## config.mk

```make
export PLATFORM = sky130hd
export DESIGN_NAME = vga_pattern_sequencer
export DESIGN_NICKNAME = d
export VERILOG_FILES = /design/src/rtl/vga_pkg.sv /design/src/rtl/vga_frame_tick.sv /design/src/rtl/vga_pattern_sequencer.sv
export SDC_FILE = /design/constraint.sdc
export NUM_CORES = 1
export LEC_CHECK = 0
export ABC_AREA = 1
export CORE_MARGIN = 2
export CORE_UTILIZATION = 32
export CTS_CLUSTER_SIZE = 20
export DETAILED_ROUTE_END_ITERATION = 8
export PLACE_DENSITY = 0.66
export RECOVER_POWER = 50
export SYNTH_ARGS = -nofsm -noshare
export SYNTH_HDL_FRONTEND = slang
export SYNTH_HIERARCHICAL = 1
export SYNTH_SLANG_ARGS = --single-unit
```

## constraint.sdc

```tcl
create_clock -name clk -period 1.7 [get_ports clk]
set_input_delay 0.34 -clock clk [delete_from_list [all_inputs] [get_ports clk]]
set_output_delay 0.34 -clock clk [all_outputs]
set_load 0.05 [all_outputs]
```

## src/rtl/vga_pkg.sv

```systemverilog
// rtl/vga_pkg.sv - shared VGA constants, colour type and pattern sequencer states
package vga_pkg;

  localparam int H_VISIBLE_DEF = 640;
  localparam int V_VISIBLE_DEF = 480;
  localparam int RGB_W         = 4;

  typedef struct packed {
    logic [RGB_W-1:0] r;
    logic [RGB_W-1:0] g;
    logic [RGB_W-1:0] b;
  } rgb12_t;

  typedef enum logic [1:0] {
    SHOW    = 2'd0,
    PENDING = 2'd1,
    BLANK   = 2'd2
  } state_t;

endpackage

```

## src/rtl/vga_frame_tick.sv

```systemverilog
// rtl/vga_frame_tick.sv - frame boundary strobe and visible-area flag from scan position
module vga_frame_tick #(
  parameter int H_VISIBLE = 640,
  parameter int V_VISIBLE = 480
) (
  input  logic [10:0] row,
  input  logic [10:0] col,
  output logic        frame_tick,
  output logic        in_visible
);

  localparam logic [10:0] H_VIS = 11'(H_VISIBLE);
  localparam logic [10:0] V_VIS = 11'(V_VISIBLE);

  // First pixel of vertical blanking: seen exactly once per frame.
  assign frame_tick = (row == V_VIS) && (col == 11'd0);
  assign in_visible = (row < V_VIS) && (col < H_VIS);

endmodule

```

## src/rtl/vga_pattern_sequencer.sv

```systemverilog
// rtl/vga_pattern_sequencer.sv - selects one of several pattern sources per frame,
// advancing on a timer or button press with a black frame between patterns.
module vga_pattern_sequencer
  import vga_pkg::*;
#(
  parameter int NUM_PATTERNS       = 4,
  parameter int SEL_W              = 2,
  parameter int FRAMES_PER_PATTERN = 120,
  parameter int FRAME_CNT_W        = 8,
  parameter int H_VISIBLE          = H_VISIBLE_DEF,
  parameter int V_VISIBLE          = V_VISIBLE_DEF
) (
  input  logic                      clk,
  input  logic                      rst,
  input  logic [10:0]               row,
  input  logic [10:0]               col,
  input  logic                      auto_mode,
  input  logic                      next_btn,
  input  logic [12*NUM_PATTERNS-1:0] pat_rgb_in,
  output logic [RGB_W-1:0]          red,
  output logic [RGB_W-1:0]          green,
  output logic [RGB_W-1:0]          blue,
  output logic [SEL_W-1:0]          pattern_sel,
  output logic                      switch_pulse
);

  localparam logic [SEL_W-1:0]       SEL_LAST = SEL_W'(NUM_PATTERNS - 1);
  localparam logic [FRAME_CNT_W-1:0] CNT_LAST = FRAME_CNT_W'(FRAMES_PER_PATTERN - 1);

  logic frame_tick;
  logic in_visible;

  vga_frame_tick #(
    .H_VISIBLE (H_VISIBLE),
    .V_VISIBLE (V_VISIBLE)
  ) u_frame_tick (
    .row        (row),
    .col        (col),
    .frame_tick (frame_tick),
    .in_visible (in_visible)
  );

  state_t                 state_q, state_d;
  logic [SEL_W-1:0]       sel_q, sel_d, sel_adv;
  logic [FRAME_CNT_W-1:0] cnt_q, cnt_d;
  logic                   pulse_q, pulse_d;
  logic                   next_btn_q;
  logic                   press;
  rgb12_t                 rgb_q, rgb_d, pix;

  assign press   = next_btn & ~next_btn_q;
  assign sel_adv = (sel_q == SEL_LAST) ? '0 : sel_q + 1'b1;

  always_comb begin : fsm_next
    state_d = state_q;
    sel_d   = sel_q;
    cnt_d   = cnt_q;
    pulse_d = 1'b0;
    case (state_q)
      SHOW: begin
        // A press outranks a coinciding timer expiry so only one advance occurs.
        if (press) begin
          state_d = PENDING;
          cnt_d   = '0;
        end else if (!auto_mode) begin
          cnt_d = '0;
        end else if (frame_tick) begin
          if (cnt_q == CNT_LAST) begin
            cnt_d   = '0;
            sel_d   = sel_adv;
            pulse_d = 1'b1;
            state_d = BLANK;
          end else begin
            cnt_d = cnt_q + 1'b1;
          end
        end
      end
      PENDING: begin
        cnt_d = '0;
        if (frame_tick) begin
          sel_d   = sel_adv;
          pulse_d = 1'b1;
          state_d = BLANK;
        end
      end
      BLANK: begin
        cnt_d = '0;
        if (frame_tick) state_d = SHOW;
      end
      default: state_d = SHOW;
    endcase
  end

  always_comb begin : pix_mux
    pix = '0;
    for (int k = 0; k < NUM_PATTERNS; k++) begin
      if (sel_q == SEL_W'(k)) pix = pat_rgb_in[12*k +: 12];
    end
  end

  assign rgb_d = (state_q == BLANK || !in_visible) ? '0 : pix;

  always_ff @(posedge clk or posedge rst) begin
    if (rst) begin
      state_q    <= SHOW;
      sel_q      <= '0;
      cnt_q      <= '0;
      pulse_q    <= 1'b0;
      next_btn_q <= 1'b0;
      rgb_q      <= '0;
    end else begin
      state_q    <= state_d;
      sel_q      <= sel_d;
      cnt_q      <= cnt_d;
      pulse_q    <= pulse_d;
      next_btn_q <= next_btn;
      rgb_q      <= rgb_d;
    end
  end

  assign red          = rgb_q.r;
  assign green        = rgb_q.g;
  assign blue         = rgb_q.b;
  assign pattern_sel  = sel_q;
  assign switch_pulse = pulse_q;

endmodule

```

; Word-level counts from Yosys, hierarchy flattened
; Index checks and enable logic that the tools add are counted.
[classes]
addsub = 2
mul = 0
div = 0
magnitude_cmp = 2
eq_ne = 17
n_shift = 0
n_mux = 30
n_bitwise = 2
n_reduce_logical = 13
[ops]
columns = cell, count
row1 = 12-bit two-way mux, 5
row2 = 8-bit two-way mux, 4
row3 = 2-bit two-way mux, 12
row4 = 8-bit one-hot mux with 2 select lines, 1
row5 = "2-bit inequality test, second input constant", 6
row6 = "11-bit by 9-bit == test with 1-bit output, second input constant", 1
row7 = 11-bit zero test, 1
row8 = "11-bit by 10-bit < comparator with 1-bit output, second input constant", 1
row9 = "11-bit by 9-bit < comparator with 1-bit output, second input constant", 1
row10 = "3-bit inequality test, second input constant", 3
row11 = "8-bit by 1-bit adder with 8-bit output, second input constant", 1
row12 = "8-bit by 7-bit == test with 1-bit output, second input constant", 1
row13 = "2-bit == test, second input constant", 3
row14 = 2-bit one-hot mux with 3 select lines, 1
row15 = 6-bit AND reduction, 1
row16 = 1-bit two-way mux, 5
row17 = 5-bit AND reduction, 1
row18 = "2-bit by 1-bit == test with 1-bit output, second input constant", 2
row19 = 2-bit zero test, 2
row20 = "4-bit inequality test, second input constant", 1
row21 = 2-bit one-hot mux with 2 select lines, 1
row22 = 2-bit nonzero test, 2
row23 = "2-bit by 1-bit adder with 2-bit output, second input constant", 1
row24 = 1-bit logical AND, 2
row25 = 7 further kinds, 7
[word_totals]
register_bits = 26
latchBits = 0
mem_bits_rw = 0
rom_bits = 0
in_bits = 74
output_inout_bits = 15
word_cells = 74
n_memories = 0

; Logic depth before layout (Yosys ltp)
; Gate-level depths: netlist of the first run.
[logic_depth]
ltp_word = 7
mapped_depth = 13
mapped_depth_nobuf = 13

; By module
; Netlist of the first run, hierarchy kept.
[by_module_without_submodules]
columns = mod, instances, cells_each, area_each_um2, seq_area_each_um2
row1 = vga_pattern_sequencer, 1, 242, 1764.2, 650.6
row2 = vga_frame_tick, 1, 21, 95.1, 0.0

; Least setup slack after synthesis of the first run
; Ideal clock, no wire load.
[synth_timing]
path_kind = register to register
start = register sel_q[0], in the netlist pattern_sel[0]
end = register rgb_q, in the netlist red[2]
setup_ns = 0.118
arrival_time_ns = 1.536
required_time_ns = 1.582
setup_slack_ns = 0.047
stages_incl_launch_ff = 8
path_buffers = 1
synth_period_minus_slack_ns = 1.653
path_cell_list = dfrtp_1 inv_1 ha_1 buf_2 a21oi_1 a21oi_1 o21bai_1 inv_1
[synth_lines]
columns = item, line
row1 = start: declaration, vga_pattern_sequencer.sv:44  ; logic [SEL_W-1:0] sel_q, sel_d, sel_adv;
row2 = start signal: assignment, vga_pattern_sequencer.sv:113  ; sel_q <= sel_d;
row3 = end signal: assignment, vga_pattern_sequencer.sv:117  ; rgb_q <= rgb_d;
row4 = end: declaration, vga_pattern_sequencer.sv:49  ; rgb12_t rgb_q, rgb_d, pix;

; Worst setup path after layout of the first run
[layout_timing]
start = input port row[8]
end = register cnt_q[6]
[layout_via]
elab_chain_len = 4
[layout_rtl]
columns = item, line
row1 = start: declaration, vga_pattern_sequencer.sv:15  ; input logic [10:0] row,
row2 = 11-bit by 9-bit == test with 1-bit output, vga_frame_tick.sv:16  ; assign frame_tick = (row == V_VIS) && (col == 11'd0);
row3 = 1-bit logical AND, vga_frame_tick.sv:16
row4 = net frame_tick, vga_pattern_sequencer.sv:30  ; logic frame_tick;
row5 = 4-bit inequality test (no source line), -
row6 = 2-bit AND reduction (no source line), -
row7 = end signal: assignment, vga_pattern_sequencer.sv:114  ; cnt_q <= cnt_d;
row8 = end: declaration, vga_pattern_sequencer.sv:45  ; logic [FRAME_CNT_W-1:0] cnt_q, cnt_d;
; The timed path passes the listed nets, and every way through them passes these cells.
; A chain may end at the register's enable or synchronous reset.

==> results.md, run 1 <==
* Status: completed
* Worst-Margin Slew at 628.6 ps
* Vias at 1974
* Min Hold Slack at around 530 ps
* Critical path type: input pin to flip-flop
* Total number of H-tree levels at 1
* Cell count after synthesis at between 200 and 300
* Max_cap viols at 0
* Post-Syn Area at 0.001859 mm^2
* Min Tclk post-route at 1551 ps
* # clock sinks at 26
* Setup crit start kind: input pin
* Unrepaired setup endpoints after global routing: no
* CTS tree: built
* RePlAce Congestion at 0.8482
* Die height at 80.23 um
* Vias in the first global route at between 1500 and 2000
* Setup bufs post-CTS at 0
* DR pass1 iterations at 4
* Antenna violations before repair at 0
* Remaining antenna violation count at 0
* Hpwl dp at 4.045 mm
* All-Layer GR Usage at 0.1575
* Synth unique cells at 26
* Commonest cells in the netlist: 63 x nand2_1, 27 x inv_1, 26 x dfrtp_1, 25 x a21oi_1, 25 x nand3_1
* Met1 GRT Util at 0.1897
* Die X at roughly 80 um
* Worst setup margin at 148.6 ps
* Pwr per Cell Area at 1097 mW/mm^2
* Post-Syn Nets at 346
* Clock transition at path regs at 100 ps
* Core area at around 0.0056 mm^2
* Yosys top cell area share at 0.3499
* Max Fanout on Critical Path at 5
* Final core occ at 0.5324
* Final Hold Fails at 0
* Final-stage net count at 441
* TritonCTS Buffers at 3
* Synthesized area per cell at 7.070 um^2
* FP Rows at 27
* CP arrival at 1770 ps
* Rel. slew slack at 0.5810
* Final wirelength at 5.050 mm
* Final setup violation count at 0
* DRC viols at 0
* Dpl ws at -279.5 ps
* Largest net degree at the start of global routing at 27
* Worst-Skew Late Latency at 280 ps
* Layout cell share with drive strength beyond 1 at 0.1541
* Vias/cell at 4.601
* Starting Density at 0.3336
* Clk root buf: clkbuf_8
* Area growth syn-to-layout at 59.62%
* Met2 global-route usage at 0.2867
* Final global-route overflow total at 0
* Final period util at 0.9126
* First-pass GRT wire length at 8.252 mm
* # IOs at 89
* Port Buffers at 88
* Initial DRC count at 74
* # fillers at between 500 and 600
* Die area at 0.006436 mm^2
* Most frequent cell after synthesis: nand2_1
* Wire per inst at 11.77 um
* ANT cells at 0
* Synth area leader: dfrtp_1
* Register bit total from synthesis at 26
* Fmax at between 600 and 700 MHz
* Clock Skew at 10.91 ps
* Synth async-reset ratio at 1.000
* Clk buf depth at 2
* Hold crit path type: flip-flop to flip-flop
* Post-DP Area at 0.002840 mm^2
* Global routing's busiest layer: met2
* Main area contributors after synthesis: dfrtp_1 35%, nand2_1 13%, a21oi_1 6.7%
* Leakage at 0.001499 uW
* Max Slew Vio Count at 0
* Worst Path Required at 1920 ps
* Critical Path End Type: flip-flop
* Synthesis Warnings at 6
* VDD IR max at 762.8 uV
* Post-synth EDFFs at 0
* Final Instance Area at 0.002968 mm^2
* GR Util met3 at 0.03146
* Sequential-to-total area share from yosys stat at 0.3499
* Main synth FF type: dfrtp_1
metrics by stage:
step,TNS [ps],instances,total power [uW]
floorplan,0,263,2070
global placement,-3126,424,2629
detailed placement,-3570,424,2658
CTS,0,428,3188
global route,0,429,3549
finish,0,429,3256
placed cells by master, fill, tap and decap left out, types with 2 or more instances in the layout:
cell and count:
a21oi_1 25, buf_4 18, clkbuf_1 5, clkbuf_8 3, clkdlybuf4s50_1 58, dfrtp_1 25
dlygate4sd3_1 2, dlymetal6s2s_1 13, ha_1 8, inv_1 25, inv_2 2, nand2_1 60
nand2_2 6, nand2_4 2, nand3_1 24, nand3_2 4, nand3b_1 3, nand4_1 3
nor2_1 18, nor2_2 6, nor2_4 5, nor3_1 2, o21ai_0 24, o21ai_1 4
cell type report:
| cell class | instances | area (um^2) | share of cell area |
|---|---|---|---|
| Multi-Input combinational cell | 200 | 1097 | 0.3697 |
| Timing Repair Buffer | 98 | 942.2 | 0.3175 |
| Sequential cell | 26 | 651.9 | 0.2196 |
| Inverter | 29 | 115.1 | 0.03879 |
| Tap cell | 72 | 90.09 | 0.03035 |
| Clock buffer | 3 | 41.29 | 0.01391 |
| Clock inverter | 1 | 30.03 | 0.01012 |
routing by layer:
| metal | wire (um) | vias up |
|---|---|---|
| met4 | 42 | 0 |
| met1 | 2204 | 878 |
| met5 | 0 | - |
| met2 | 2532 | 47 |
| li1 | - | 1044 |
| met3 | 271 | 5 |
worst max-delay path, stage by stage:
cell	delay [ps]
clkdlybuf4s50_1	450
nand2_1	50
nor2_2	110
nand2_1	60
nor2_2	130
inv_2	80
nand2_2	80
nor2_4	70
nor2_4	150
nand2_1	90
nand2_1	60
nand2_1	50
inv_1	40
power by group:
part / switching, uW / internal (uW)
logic: 1170 / 779
clock network: 203 / 315
registers: 79.8 / 706
state kept, by name, indices dropped and copies added (netlist names):
signal	cells
next_btn_q	1
red	4
blue	4
green	4
cnt_q	8
switch_pulse	1
pattern_sel	2
state_q	2
final timing paths:
path,from,slack (ps),endpoint,cells past startpoint
max,row[8],150,cnt_q[6]$_DFFE_PP0P_,13
min,state_q[1]$_DFFE_PP0P_,530,state_q[1]$_DFFE_PP0P_,2
max reg2reg,state_q[0]$_DFFE_PP0P_,170,cnt_q[6]$_DFFE_PP0P_,9
min reg2reg,state_q[1]$_DFFE_PP0P_,530,state_q[1]$_DFFE_PP0P_,2
max in group asynchronous,rst,610,pattern_sel[0]$_DFFE_PP0P_,3
min in group asynchronous,rst,650,next_btn_q$_DFF_PP0_,3
cell families after synthesis:
kind of cell | share of synthesized area
compound gates | 0.1467
xor+xnor | 0.004711
fa+ha+maj | 0.06057
buf+inv | 0.08142
flops | 0.3499
simple gates | 0.3567
repair_timing:
item,4_1_cts,5_1_grt
setup endpoints to repair,0,19
resized for setup,0,24
hold buffers,0,0
Power figures use the tool's default switching activity.
==> inputs of run 2 (changes only) <==
--- a/config.mk
+++ b/config.mk
@@ -6,6 +6,7 @@
 export NUM_CORES = 1
 export LEC_CHECK = 0
 export ABC_AREA = 1
+export CORE_ASPECT_RATIO = 1.1
 export CORE_MARGIN = 2
 export CORE_UTILIZATION = 32
 export CTS_CLUSTER_SIZE = 20
==> results.md, run 2 (synthesized netlist as in run 1, its figures left out) <==
* Final-stage net count at 438 (-0.68%)
* # IOs at 89 (unchanged)
* Critical path type: flip-flop to flip-flop
* Critical Path Most Common Cell: a21oi_1
* Critical Path End Type: flip-flop
* Final setup violation count at 0 (unchanged)
* Crit-path cells: inv_1, ha_1, buf_4, a21oi_1, nand2_1, o21ai_0, a21oi_1
* Vias in the first global route at 1964 (+2.5%)
* Final Instance Area at 0.002943 mm^2 (-0.84%)
* DR pass1 iterations at 4 (unchanged)
* # fillers at 574 (-0.35%)
* Reg-to-reg startpoint: pattern_sel[0]$_DFFE_PP0P_
* Commonest non-fill, non-tap cell in the layout: nand2_1
* VDD IR max at 714.4 uV (-6.3%)
* DRC viols at 0 (unchanged)
* Setup TNS at 0 ps (unchanged)
* Area growth syn-to-layout at 58.28%
* Max Slew Vio Count at 0 (unchanged)
* Pwr per Cell Area at 1076 mW/mm^2 (-1.9%)
* Fmax at 645.6 MHz (+0.16%)
* All-Layer GR Usage at 0.1544 (-0.003111)
* Max Fanout on Critical Path at 12 (+7)
* Vias/cell at 4.445 (-3.4%)
* Min Hold Slack at 525.4 ps (-9.273 ps)
* Combinational power share at 0.588 (-0.011)
* Final core occ at 0.5166 (-0.01585)
* Min Tclk post-route at 1549 ps (-2.548 ps)
* Die area at 0.006436 mm^2 (about the same)
* Status: completed
* Sequential power share at 0.252 (+0.011)
* Final wirelength at 4.897 mm (-3.0%)
* Worst Path Required at 1850 ps (-70 ps)
* Layout cell share with drive strength beyond 1 at 0.1441 (-0.009994)
* Final global-route overflow total at 0 (unchanged)
* Part of the power in the clock network at 0.161 (+0.002)
* ANT cells at 0 (unchanged)
* Hold path start: cnt_q[1]$_DFFE_PP0P_
* CTS tree: built
* Slowest CP cell: dfrtp_1
* Worst setup startpoint: pattern_sel[0]$_DFFE_PP0P_
* Largest net degree at the start of global routing at 27 (unchanged)
* Die X at 76.68 um (-4.4%)
* FP Rows at 29 (+7.4%)
* Multi-input logic area at 0.001084 mm^2 (-1.3%)
* First-pass GRT wire length at 8.335 mm (+1.0%)
* Post-DP Area at 0.002824 mm^2 (-0.57%)
* Hold crit path type: flip-flop to flip-flop
* Hpwl dp at 3.897 mm (-3.7%)
* Leakage at 0.001491 uW (-0.54%)
* Max_cap viols at 0 (unchanged)
* P_sw at 1411 uW (-3.1%)
* Rel. slew slack at 0.5789 (-0.002066)
* Starting Density at 0.3264 (-0.007180)
* Largest register by flop count: cnt_q
* Core area at 0.005697 mm^2 (+2.2%)
* Wire per inst at 11.36 um (-3.5%)
* TritonCTS Buffers at 3 (unchanged)
* Remaining antenna violation count at 0 (unchanged)
* CP max stage delay at 510 ps (+60 ps)
* Die height at 83.95 um (+4.6%)
* P_int at 1756 uW (-2.4%)
* Worst-Margin Slew at 631.7 ps (+3.099 ps)
* CP arrival at 1700 ps (-70 ps)
* Switching Fraction at 0.4455 (-0.001577)
* Sequential cell area at 650.6 um^2 (-0.19%)
* Clock Skew at 0.6906 ps (-10.22 ps)
* Vias at 1916 (-2.9%)
* Clock transition at path regs at 90 ps (about the same)
* Max FFs per register at 8 (unchanged)
* Antenna violations before repair at 0 (unchanged)
* Hold_buf cts at 0 (unchanged)
* Worst-Skew Late Latency at 270 ps (about the same)
* Final period util at 0.9111 (-0.001499)
* Most frequent cells in the layout: 61 x nand2_1, 57 x clkdlybuf4s50_1, 26 x dfrtp_1
* RePlAce Congestion at 0.8167 (-3.7%)
* Clk root buf: clkbuf_8
* # clock sinks at 26 (unchanged)
* Clk buf depth at 2 (unchanged)
* Initial DRC count at 82 (+11%)
* Final Hold Fails at 0 (unchanged)
* Total number of H-tree levels at 1 (unchanged)
* Setup crit start kind: flip-flop
* Port Buffers at 88 (unchanged)
run 2: cell count changes in the layout (fill, tap and decap cells not counted), sizes merged:
cell,before,now
dlymetal6s2s,13,14
buf,19,16
nor2,30,29
clkbuf,9,10
clkdlybuf4s50,58,57
run 2: through the flow:
| stage | setup WS, ps | cells | total power [uW] |
|---|---|---|---|
| 2_1_floorplan | 46.52 | 263 | 2070 |
| 3_3_place_gp | -242.2 | 426 | 2604 |
| 3_5_place_dp | -281.2 | 426 | 2610 |
| 4_1_cts | 16.85 | 430 | 3142 |
| 5_1_grt | -5.332 | 431 | 3443 |
| 6_report | 151.1 | 431 | 3167 |
run 2: final timing paths:
check / slack, ps / end / depth (start not counted)
max: 150 / blue[1]$_DFF_PP0_ / 7
min: 530 / cnt_q[1]$_DFFE_PP0P_ / 2
max reg2reg: 150 / blue[1]$_DFF_PP0_ / 7
min reg2reg: 530 / cnt_q[1]$_DFFE_PP0P_ / 2
max in group asynchronous: 630 / blue[2]$_DFF_PP0_ / 3
min in group asynchronous: 660 / green[3]$_DFF_PP0_ / 3
run 2: power groups by stage:
stage	Combinational [uW]	Sequential [uW]	Clock (uW)
floorplan	1140	932	0
global placement	1800	808	0
detailed placement	1800	810	0
CTS	1810	800	530
global route	2080	811	553
finish	1860	797	509
run 2: layout make-up:
cell class,count,share of cell area
clock buffers,3,0.01403
well taps,77,0.03274
multi-input cells,199,0.3682
inverters,29,0.03912
flip-flops and latches,26,0.2211
clock inverters,1,0.01020
repair buffers,96,0.3146
run 2: worst max-delay path: cells and delay by family (launching register included):
kind | cells | cell delay, ps
flip-flops | 1 | 510
AO/OA/AOI/OAI | 3 | 350
buffers and inverters | 2 | 290
adder cells (fa/ha/maj) | 1 | 220
AND/OR/NAND/NOR | 1 | 60
run 2: what timing repair did:
action | CTS | global route
buffers inserted | 0 | 1
endpoints found under the setup margin | 0 | 17
resized for setup | 0 | 24
run 2: layer usage:
layer	vias to the layer above	track usage	part of all wire
li1	1035	-	-
met1	816	0.1768	0.42
met2	61	0.2871	0.52
met3	4	0.03463	0.056
met4	0	0.03802	0.0059
met5	-	0	0
==> inputs of run 3 (changes only) <==
--- a/config.mk
+++ b/config.mk
@@ -6,12 +6,14 @@
 export NUM_CORES = 1
 export LEC_CHECK = 0
 export ABC_AREA = 1
+export CELL_PAD_IN_SITES_DETAIL_PLACEMENT = 1
+export CELL_PAD_IN_SITES_GLOBAL_PLACEMENT = 2
 export CORE_ASPECT_RATIO = 1.1
 export CORE_MARGIN = 2
-export CORE_UTILIZATION = 32
+export CORE_UTILIZATION = 21
 export CTS_CLUSTER_SIZE = 20
 export DETAILED_ROUTE_END_ITERATION = 8
-export PLACE_DENSITY = 0.66
+export PLACE_DENSITY = 0.81
 export RECOVER_POWER = 50
 export SYNTH_ARGS = -nofsm -noshare
 export SYNTH_HDL_FRONTEND = slang
==> results.md, run 3 (synthesized netlist as in run 1, its figures left out) <==
* Status: completed
* DRC viols at 0 (unchanged)
* Setup bufs post-CTS at 0 (unchanged)
* Final Instance Area at 0.003049 mm^2 (+3.6%)
* Part of the power in the clock network at 0.127 (-0.034)
* Hold crit path type: flip-flop to flip-flop
* Total power at 3233 uW (+2.1%)
* # fillers at 1080 (+88%)
* CP max stage delay at 420 ps (-90 ps)
* Setup crit start kind: flip-flop
* # clock sinks at 26 (unchanged)
* Sequential cell area at 650.6 um^2 (unchanged)
* Fmax at 652.7 MHz (+1.1%)
* Remaining antenna violation count at 0 (unchanged)
* Final global-route overflow total at 0 (unchanged)
* Area growth syn-to-layout at 64.00%
* Hold path start: state_q[1]$_DFFE_PP0P_
* CP arrival at 1750 ps (+50 ps)
* Die height at 102.7 um (+22%)
* Hpwl dp at 4.916 mm (+26%)
* Layout cell share with drive strength beyond 1 at 0.1536 (+0.009563)
* Critical Path Most Common Cell: inv_1
* R2R Path End: cnt_q[5]$_DFFE_PP0P_
* Total number of H-tree levels at 1 (unchanged)
* Rel. slew slack at 0.5478 (-0.03107)
* Clock Skew at 2.517 ps (+1.827 ps)
* Final core occ at 0.3489 (-0.1676)
* Antenna violations before repair at 0 (unchanged)
* Crit-path cells: inv_1, ha_2, inv_1, nand2_1, nor2_2, buf_4, nand3_2, nand3_1, nand2_1, inv_1
* DR pass1 iterations at 4 (unchanged)
* Min Hold Slack at 534.5 ps (+9.081 ps)
* P_sw at 1496 uW (+6.1%)
* Switching Fraction at 0.4629 (+0.01742)
* Clock transition at path regs at 90 ps (about the same)
* Critical path type: flip-flop to flip-flop
* Vias in the first global route at 2120 (+7.9%)
* Routed length on met3 at 324 um (+17%)
* Hold_buf cts at 0 (unchanged)
* Max FFs per register at 8 (unchanged)
* Slowest CP cell: dfrtp_1
* Final Hold Fails at 0 (unchanged)
* Worst-Margin Slew at 678.3 ps (+46.61 ps)
* Die X at 93.72 um (+22%)
* All-Layer GR Usage at 0.1270 (-0.02735)
* Setup TNS at 0 ps (unchanged)
* Unrepaired setup endpoints after global routing: no
* # IOs at 89 (unchanged)
* Reg-to-reg startpoint: state_q[0]$_DFFE_PP0P_
* Max Slew Vio Count at 0 (unchanged)
* VDD IR max at 468.9 uV (-34%)
* Combinational power share at 0.633 (+0.045)
* Worst min-delay path endpoint: state_q[1]$_DFFE_PP0P_
* Most frequent cells in the layout: 61 x nand2_1, 49 x clkdlybuf4s50_1, 26 x dfrtp_1
* Largest register by flop count: cnt_q
* Die area at 0.009623 mm^2 (+50%)
* Clk buf depth at 2 (unchanged)
* Sequential power share at 0.240 (-0.012)
* Vias/cell at 4.297 (-3.3%)
* Port Buffers at 88 (unchanged)
* ANT cells at 0 (unchanged)
* Commonest non-fill, non-tap cell in the layout: nand2_1
* Core area at 0.008738 mm^2 (+53%)
* Final setup violation count at 0 (unchanged)
* Routed met1 length at 2.577 mm (+25%)
* CTS tree: built
* Final-stage net count at 442 (+0.91%)
* TritonCTS Buffers at 3 (unchanged)
* P_int at 1736 uW (-1.1%)
* Worst Path Required at 1920 ps (+70 ps)
* Vias at 2028 (+5.8%)
* Leakage at 0.001574 uW (+5.5%)
* Clk root buf: clkbuf_8
* Post-DP Area at 0.002905 mm^2 (+2.9%)
* Multi-input logic area at 0.001105 mm^2 (+2.0%)
* Wire per inst at 12.95 um (+14%)
* Max Fanout on Critical Path at 7 (-5)
* Worst-Skew Late Latency at 270 ps (about the same)
* Critical Path End Type: flip-flop
* Reg2reg path depth at 10 (+3)
* Top sig layer: met4
* First-pass GRT wire length at 9.777 mm (+17%)
* Initial DRC count at 44 (-46%)
* FP Rows at 36 (+24%)
* Met2 WL at 3.145 mm (+25%)
* Final wirelength at 6.113 mm (+25%)
* Max_cap viols at 0 (unchanged)
* Largest net degree at the start of global routing at 27 (unchanged)
* Pwr per Cell Area at 1060 mW/mm^2 (-1.5%)
* Reg2reg setup slack at 170 ps (+20 ps)
* RePlAce Congestion at 0.8124 (-0.53%)
* Final period util at 0.9012 (-0.009864)
* Starting Density at 0.2128 (-0.1136)
* Min Tclk post-route at 1532 ps (-16.77 ps)
* Hold path depth at 2 (unchanged)
## run 3: what timing repair did
| action | CTS | global route |
|---|---|---|
| resized for setup | 1 | 33 |
| setup endpoints to repair | 13 | 16 |
| gates cloned | 0 | 2 |
| pin swaps | 1 | 24 |
## run 3: final cells by class
class                           count  area share
Timing Repair inverter              1    0.002462
Sequential cell                    26      0.2134
Tap cell                          114     0.04678
Clock buffer                        4     0.01806
Inverter                           29     0.03775
Multi-Input combinational cell    200      0.3623
Timing Repair Buffer               98      0.3192
## run 3: worst max path at each step
stage | startpoint | to | slack, ps
2_1_floorplan | pattern_sel[0]$_DFFE_PP0P_ | red[2]$_DFF_PP0_ | 50
5_1_grt | pattern_sel[1]$_DFFE_PP0P_ | red[1]$_DFF_PP0_ | 20
3_5_place_dp | row[9] | pattern_sel[0]$_DFFE_PP0P_ | -320
6_report | state_q[0]$_DFFE_PP0P_ | cnt_q[5]$_DFFE_PP0P_ | 170
3_3_place_gp | row[9] | pattern_sel[1]$_DFFE_PP0P_ | -260
4_1_cts | row[9] | cnt_q[5]$_DFFE_PP0P_ | 10
## run 3: power by group through the flow
stage          sequential (uW)  combinational [uW]  clock [uW]
3_5_place_dp               785                1960           0
4_1_cts                    775                1970         428
2_1_floorplan              932                1140           0
5_1_grt                    791                2310         454
3_3_place_gp               782                1930           0
6_report                   777                2050         409
## run 3: layer usage
| metal | track usage | vias up |
|---|---|---|
| met1 | 0.1479 | 929 |
| met5 | 0 | - |
| met4 | 0.02676 | 0 |
| met2 | 0.2385 | 48 |
| met3 | 0.02851 | 7 |
| li1 | - | 1044 |
## run 3: per-stage QoR
stage	worst slack [ps]	instances
after floorplan	46.52	263
after detailed placement	-321.4	466
after global placement	-263.0	466
after global routing	17.59	472
final	167.9	472
after CTS	13.84	470
## run 3: critical path: cells and delay by family (launching register included)
kind	cells	cell delay [ps]
AND/OR/NAND/NOR	5	400
adder cells (fa/ha/maj)	1	280
buffers and inverters	4	380
flip-flops	1	420
